$ cat src/rtl/clocked_gate_n.sv
// clocked_gate_n
//   Pulse-combining gate. Rising edges on each in_p line set a per-line state
//   bit; the rising edge of eval combines those bits (AND/OR/XOR selected by
//   OP) and queues the result into a delay line. A 1 leaving the delay line
//   produces a PULSE_W-cycle pulse on out. An input edge that lands on or
//   within GUARD cycles after an eval edge marks that line bad. The next
//   evaluation is then forced to 0 and flagged on viol/viol_cnt.
//
// Ports
//   clk      : clock, all state on rising edge
//   rst      : synchronous active-high reset
//   in_p     : N_IN input pulse lines
//   eval     : evaluation strobe (rising edge only)
//   out      : registered result pulse
//   viol     : registered one-cycle hold-violation flag
//   viol_cnt : saturating count of violating evaluations
module clocked_gate_n #(
  parameter int N_IN      = 2,
  parameter int OP        = 0,
  parameter int OUT_DELAY = 2,
  parameter int PULSE_W   = 2,
  parameter int GUARD     = 3
) (
  input  logic            clk,
  input  logic            rst,
  input  logic [N_IN-1:0] in_p,
  input  logic            eval,
  output logic            out,
  output logic            viol,
  output logic [7:0]      viol_cnt
);

  logic [N_IN-1:0] in_prev_q;
  logic [N_IN-1:0] s_q, s_d;
  logic [N_IN-1:0] b_q, b_d;
  logic [N_IN-1:0] in_edge;
  logic            eval_prev_q;
  logic            eval_edge;
  logic [3:0]      guard_q, guard_d;
  logic [3:0]      wcnt_q, wcnt_d;
  logic            out_q, out_d;
  logic            viol_q, viol_d;
  logic [7:0]      cnt_q, cnt_d;
  logic            red;
  logic            r;
  logic            emerge;

  always_comb begin
    in_edge   = in_p & ~in_prev_q;
    eval_edge = eval & ~eval_prev_q;

    case (OP)
      0:       red = &s_q;
      1:       red = |s_q;
      default: red = ^s_q;
    endcase

    // Reduction uses the state from before this cycle's input edges.
    r = eval_edge & ~(|b_q) & red;

    if (eval_edge) begin
      guard_d = 4'(GUARD);
    end else if (guard_q != 4'd0) begin
      guard_d = guard_q - 4'd1;
    end else begin
      guard_d = '0;
    end

    // Edges coinciding with an eval edge open the next window already bad.
    if (eval_edge) begin
      s_d = in_edge;
      b_d = in_edge;
    end else begin
      s_d = s_q | in_edge;
      b_d = (guard_q != 4'd0) ? (b_q | in_edge) : b_q;
    end

    viol_d = eval_edge & (|b_q);
    cnt_d  = cnt_q;
    if (viol_d && (cnt_q != 8'hFF)) begin
      cnt_d = cnt_q + 8'd1;
    end

    // A 1 leaving the delay line (re)loads the width; a 0 never cuts a pulse.
    if (emerge) begin
      out_d  = 1'b1;
      wcnt_d = 4'(PULSE_W - 1);
    end else if (wcnt_q != 4'd0) begin
      out_d  = 1'b1;
      wcnt_d = wcnt_q - 4'd1;
    end else begin
      out_d  = 1'b0;
      wcnt_d = '0;
    end
  end

  // out_q is itself the last delay stage, so only OUT_DELAY-1 extra stages.
  if (OUT_DELAY == 1) begin : g_nodly
    assign emerge = r;
  end else begin : g_dly
    logic [OUT_DELAY-2:0] dl_q;
    always_ff @(posedge clk) begin
      if (rst) begin
        dl_q <= '0;
      end else begin
        dl_q[0] <= r;
        for (int unsigned k = 1; k < OUT_DELAY - 1; k++) begin
          dl_q[k] <= dl_q[k-1];
        end
      end
    end
    assign emerge = dl_q[OUT_DELAY-2];
  end

  always_ff @(posedge clk) begin
    if (rst) begin
      in_prev_q   <= '0;
      eval_prev_q <= 1'b0;
      s_q         <= '0;
      b_q         <= '0;
      guard_q     <= '0;
      wcnt_q      <= '0;
      out_q       <= 1'b0;
      viol_q      <= 1'b0;
      cnt_q       <= '0;
    end else begin
      in_prev_q   <= in_p;
      eval_prev_q <= eval;
      s_q         <= s_d;
      b_q         <= b_d;
      guard_q     <= guard_d;
      wcnt_q      <= wcnt_d;
      out_q       <= out_d;
      viol_q      <= viol_d;
      cnt_q       <= cnt_d;
    end
  end

  assign out      = out_q;
  assign viol     = viol_q;
  assign viol_cnt = cnt_q;

endmodule
$ cat config.mk
export PLATFORM = sky130hd
export DESIGN_NAME = clocked_gate_n
export DESIGN_NICKNAME = d
export VERILOG_FILES = /design/src/rtl/clocked_gate_n.sv
export SDC_FILE = /design/constraint.sdc
export NUM_CORES = 1
export LEC_CHECK = 0
export ABC_AREA = 1
export CAP_MARGIN = 20
export CORE_AREA = 5 5 43 73
export CTS_CLUSTER_DIAMETER = 200
export DETAILED_ROUTE_END_ITERATION = 8
export DIE_AREA = 0 0 48 78
export PLACE_DENSITY = 0.71
export SYNTH_ARGS = -nofsm -noshare
export SYNTH_HDL_FRONTEND = slang
export SYNTH_SLANG_ARGS = --single-unit
$ cat constraint.sdc
create_clock -name clk -period 1.2 [get_ports clk]
set_input_delay 0.18 -clock clk [delete_from_list [all_inputs] [get_ports clk]]
set_output_delay 0.18 -clock clk [all_outputs]
set_load 0.005 [all_outputs]
## Word-level counts from Yosys, hierarchy flattened

Index checks and enable logic that the tools add are counted.
W data, S select, Z words.

| storage, ports and cells | value |
|---|---|
| bits in registers | 26 |
| input port bits | 5 |
| output and inout bits | 10 |

| operators by class | value |
|---|---|
| add/sub/neg operators | 3 |
| equality and inequality tests | 1 |
| muxes and demuxes | 9 |
| bitwise operators | 12 |
| reduce and logical (&&, ||, !) cells | 8 |

Operator list:

| cell | count |
|---|---|
| $mux W2 | 5 |
| $add A8 B1 Y8 const B | 1 |
| $ne A8 B8 Y1 const B | 1 |
| $reduce_bool A4 Y1 | 2 |
| $sub A4 B1 Y4 const B | 2 |
| $reduce_or A3 Y1 | 2 |
| $and A1 B1 Y1 | 4 |
| $mux W1 | 4 |
| $not A1 Y1 | 4 |
| $or A2 B2 Y2 | 2 |
| $and A2 B2 Y2 | 1 |
| $not A2 Y2 | 1 |
| $reduce_and A2 Y1 | 1 |
| $reduce_bool A2 Y1 | 1 |
| $reduce_or A2 Y1 | 1 |
| $logic_and A1 B1 Y1 | 1 |

## Logic depth before layout (Yosys ltp)

| depth | value |
|---|---|
| word-level depth | 5 |
| gate-level depth with buffers | 8 |
| gate-level depth less buffers | 8 |

## Least setup slack after synthesis

OpenSTA, ideal clock, no wires.

| timing | value |
|---|---|
| kind | register to register |
| from | register cnt_q[0] (netlist: viol_cnt[0]) |
| to | register cnt_q[0] (netlist: viol_cnt[0]) |
| setup time | 0.118 ns |
| arrival | 1.150 ns |
| slack | -0.068 ns |
| stages on the path, launching flop included | 8 |
| buffers on the path | 0 |
| cells stage by stage | dfxtp_1 ha_1 nand2_2 nor2_4 nand2_4 nand2_4 xor2_1 nor2_1 |

| between the ends | value |
|---|---|
| word-level cells in the longest chain between the ends | 2 |
| elaborated cells between the ends (all ways) | 3 |
| those cells by class | add/sub (1); eq/ne (1); reduce/logical (1) |

RTL lines:

| element | RTL line | RTL |
|---|---|---|
| start: declaration | 43 | `logic [7:0] cnt_q, cnt_d;` |
| start signal: assignment | 135 | `cnt_q <= cnt_d;` |
| parallel branches: the longest is 2 deep, another holds $add A8 B1 Y8 | - |  |

Parallel ways; which one is timed is not known.
A chain may end at the register's enable or synchronous reset.

## Worst setup path after layout

Ends and elaborated chain as after synthesis.

==> summary.md <==
| Metric | Value |
|---|---|
| Switching Power | 579.5 µW |
| Total die area | 3744 µm² |
| Post-detailed-placement half-perimeter wirelength | 1.745 mm |
| Internal power of the cells | 1619 µW |
| Effective utilization at floorplan | 45.63% |
| TritonCTS Buffers | 3 |
| Leading cell type in the layout, fill and taps excluded | nor2_1 |
| Area Overhead vs Synth | 42.43% |
| Highest achievable clock rate | 803.7 MHz |
| Number of distinct library cells after synthesis | 25 |
| Die W | 48 µm |
| Arrival time at the worst endpoint | 1.42 ns |
| Mean instance size in the synthesized netlist | 7.643 µm² |
| Share of total power in the clock network | 33.0% |
| Delay of the slowest cell on the worst path | 0.34 ns |
| Register-to-register setup slack | -0.04 ns |
| Leading cell types by total area after synthesis | dfxtp_1 46%, nor2_1 9.7%, nand2_1 7.7%, inv_1 5.7%, nor2_4 4.0% |
| Setup CP Type | reg2reg |
| Worst-case vdd ir drop | 1.202 mV |
| Maximum number of pins on one net before global-route repair | 16 |
| Element type at the critical path end | register |
| Worst reg2reg endpoint | viol_cnt[0] |
| Combined area of all synthesized cells | 1124 µm² |
| LEAKAGE | 0.0007654 µW |
| Clock Skews | 0.002158 ns |
| Reg-to-reg critical path startpoint | viol_cnt[0] |
| Post-synth top area share | 46.33% |
| Number of nets in the synthesized netlist | 154 |
| Antenna fix cells | 0 |
| Power per unit of standard cell area | 1374 nW/µm² |
| Final routed DRC violation total | 0 |
| Switching power as a share of total power | 26.36% |
| Cell repeated most along the worst path | nand2_4 |
| Failing checks | negative setup slack |
| Count of input and output buffers | 14 |
| Final hold violation count | 0 |
| H-tree depth | 1 |
| Share of the yosys chip area belonging to registers | 46.33% |
| Fraction of final layout cells with drive strength greater than 1 | 32.97% |
| Clock Latency Late Sink | 0.27 ns |
| Root cell of the clock tree | clkbuf_8 |
| Pre-Repair DR Iteration Count | 4 |
| Worst-case setup slack after placement | -0.2592 ns |
| #FFs+latches synth | 26 |
| Antenna-violating nets left | 0 |
| Time the final worst path needs with I/O delays and setup | 1.244 ns |
| CTS clk-pin slew, worst paths | 0.09 ns |
| Measured slew at the worst slew-check pin | 0.2479 ns |
| Aggregate global routing overflow | 0 |
| Startpoint class of the critical path | register |
| First DRT Iteration DRCs | 23 |
| Clock Sinks | 26 |
| Max Slew Vio Count | 0 |
| Routed wire length per instance | 11.67 µm |
| Hold depth | 3 |
| Drt total wl | 2.427 mm |
| Setup violators final | 1 |
| Share of power burned in combinational logic | 21.3% |
| Post-route worst setup slack | -0.04432 ns |
| R2r worst-path depth | 8 |
| Number of global-route vias before repair | 1,069 |
| Cell type of the slowest stage on the worst timing path | dfxtp_2 |
| Placed Instances | 196 |
| Synth warnings | 0 |
| # nets final | 190 |
| Initial antenna violation count | 0 |
| Top Ports | 15 |
| Class of the worst hold path | in2reg |
| Sequential share of power | 45.7% |
| Number of rows created at floorplan | 24 |
| Critical-path cell list | buf_6 > ha_4 > nand2_4 > nor2_4 > nand2_4 > nand2_4 > xor2_1 > nor2_1 |
| Commonest cells after routing, fill and taps aside | 26 x nor2_1, 19 x nand2_1, 18 x dfxtp_1, 16 x buf_4, 15 x inv_1 |
| Finished Layout Cells | 208 |
| All-layer global routing usage | 15.03% |
| Total via count after detailed routing | 1,031 |
| Terminating pin of the worst hold path | in_prev_q[0] |
| Unrepaired setup endpoints after global routing | true |
| Number of vias per cell | 4.957 |
| Die outline height | 78 µm |
| Worst-case clock buffer depth | 2 |
| Result of the run | complete, but fails checks |
| Placer Congestion | 0.8590 |
| Relative max-transition margin | 83.32% |
| Number of buffers inserted for hold repair after clock tree synthesis | 0 |
| Launch instance of the worst min-delay path | in_p[0] |
| Largest fanout of any net on the critical path | 5 |
| Total core area | 2462 µm² |
| Clock tree from TritonCTS | yes |
| Synth area leader | dfxtp_1 |
| Post-route clock period utilization | 103.7% |
| Wire length of the first global-routing pass | 4.153 mm |
| Mapped Cells | 147 |
| Required time at the worst-slack endpoint | 1.37 ns |
| Max-cap check violation count | 0 |
| Power Total | 2198 µW |
## cells in the mapped netlist, drive strengths merged
library cell / n
nand3: 8
o21a: 1
xor2: 3
dfxtp: 26
nand2: 28
nand4: 2
o21ai: 6
a21oi: 8
nor2: 35
nor3: 3
nor4: 1
o22ai: 2
ha: 2
inv: 18
clkinv: 1
buf: 2
or2: 1
## registers in the layout (all words and copies together) (netlist names), 2 cells and up
name,flops
s_q,2
viol_cnt,8
b_q,2
in_prev_q,2
wcnt_q,4
guard_q,4
## power by group through the flow
stage / Clock [µW] / Sequential, µW / Combinational, µW
floorplan: 0 / 1030 / 298
global placement: 0 / 1030 / 423
detailed placement: 0 / 1040 / 451
CTS: 737 / 1000 / 462
global route: 767 / 1020 / 534
finish: 726 / 1000 / 469
## worst max-delay path by stage
stage / from / to / cells past startpoint
after floorplan: viol_cnt[0] / viol_cnt[0] / 7
final: viol_cnt[0] / viol_cnt[0] / 8
after detailed placement: eval / viol_cnt[5] / 8
after global placement: eval / viol_cnt[5] / 8
after CTS: viol_cnt[0] / viol_cnt[0] / 8
after global routing: viol_cnt[0] / viol_cnt[0] / 8
## layer usage
metal  global-route usage, %  part of all wire [%]
met1                   15.45                    36
met2                   26.53                    58
met4                   8.356                   2.6
met5                       0                     0
met3                   2.083                   3.3
## worst max-delay path: cells and delay by family, from the launching register on
kind / cells / cell delay (ns)
adder cells (fa/ha/maj): 1 / 0.17
buffers and inverters: 1 / 0.10
XOR/XNOR: 1 / 0.15
flip-flops: 1 / 0.34
AND/OR/NAND/NOR: 5 / 0.38
## through the flow
stage	instance area, µm²	util (%)	hold slack [ns]	setup TNS [ns]
finish	1600	64.99	0.4348	-0.04432
detailed placement	1379	56.00	0.4447	-2.155
floorplan	1136	-	0.3049	0
CTS	1553	63.06	0.4399	-0.01261
global placement	1379	56.00	0.4363	-1.674
global route	1600	64.99	0.4566	-0.4261
## final cells by class
type / instances / area, µm²
clock buffers: 3 / 41.29
clock inverters: 1 / 30.03
fillers: 204 / 862.1
inverters: 19 / 73.82
multi-input cells: 100 / 601.8
flip-flops and latches: 26 / 538.0
well taps: 26 / 32.53
repair buffers: 33 / 282.8
## cell families after synthesis
family	share of synthesized area (%)
AO/OA/AOI/OAI	8.351
XOR/XNOR	2.339
adder cells (fa/ha/maj)	2.227
buffers and inverters	7.460
flip-flops	46.33
AND/OR/NAND/NOR	33.30
## what timing repair did
action | in CTS | in global routing
pin swaps | 9 | 7
buffers inserted | 8 | 0
endpoints found under the hold margin | 0 | 0
resized for setup | 30 | 15
endpoints found under the setup margin | 14 | 12
Power figures use the tool's default switching activity.
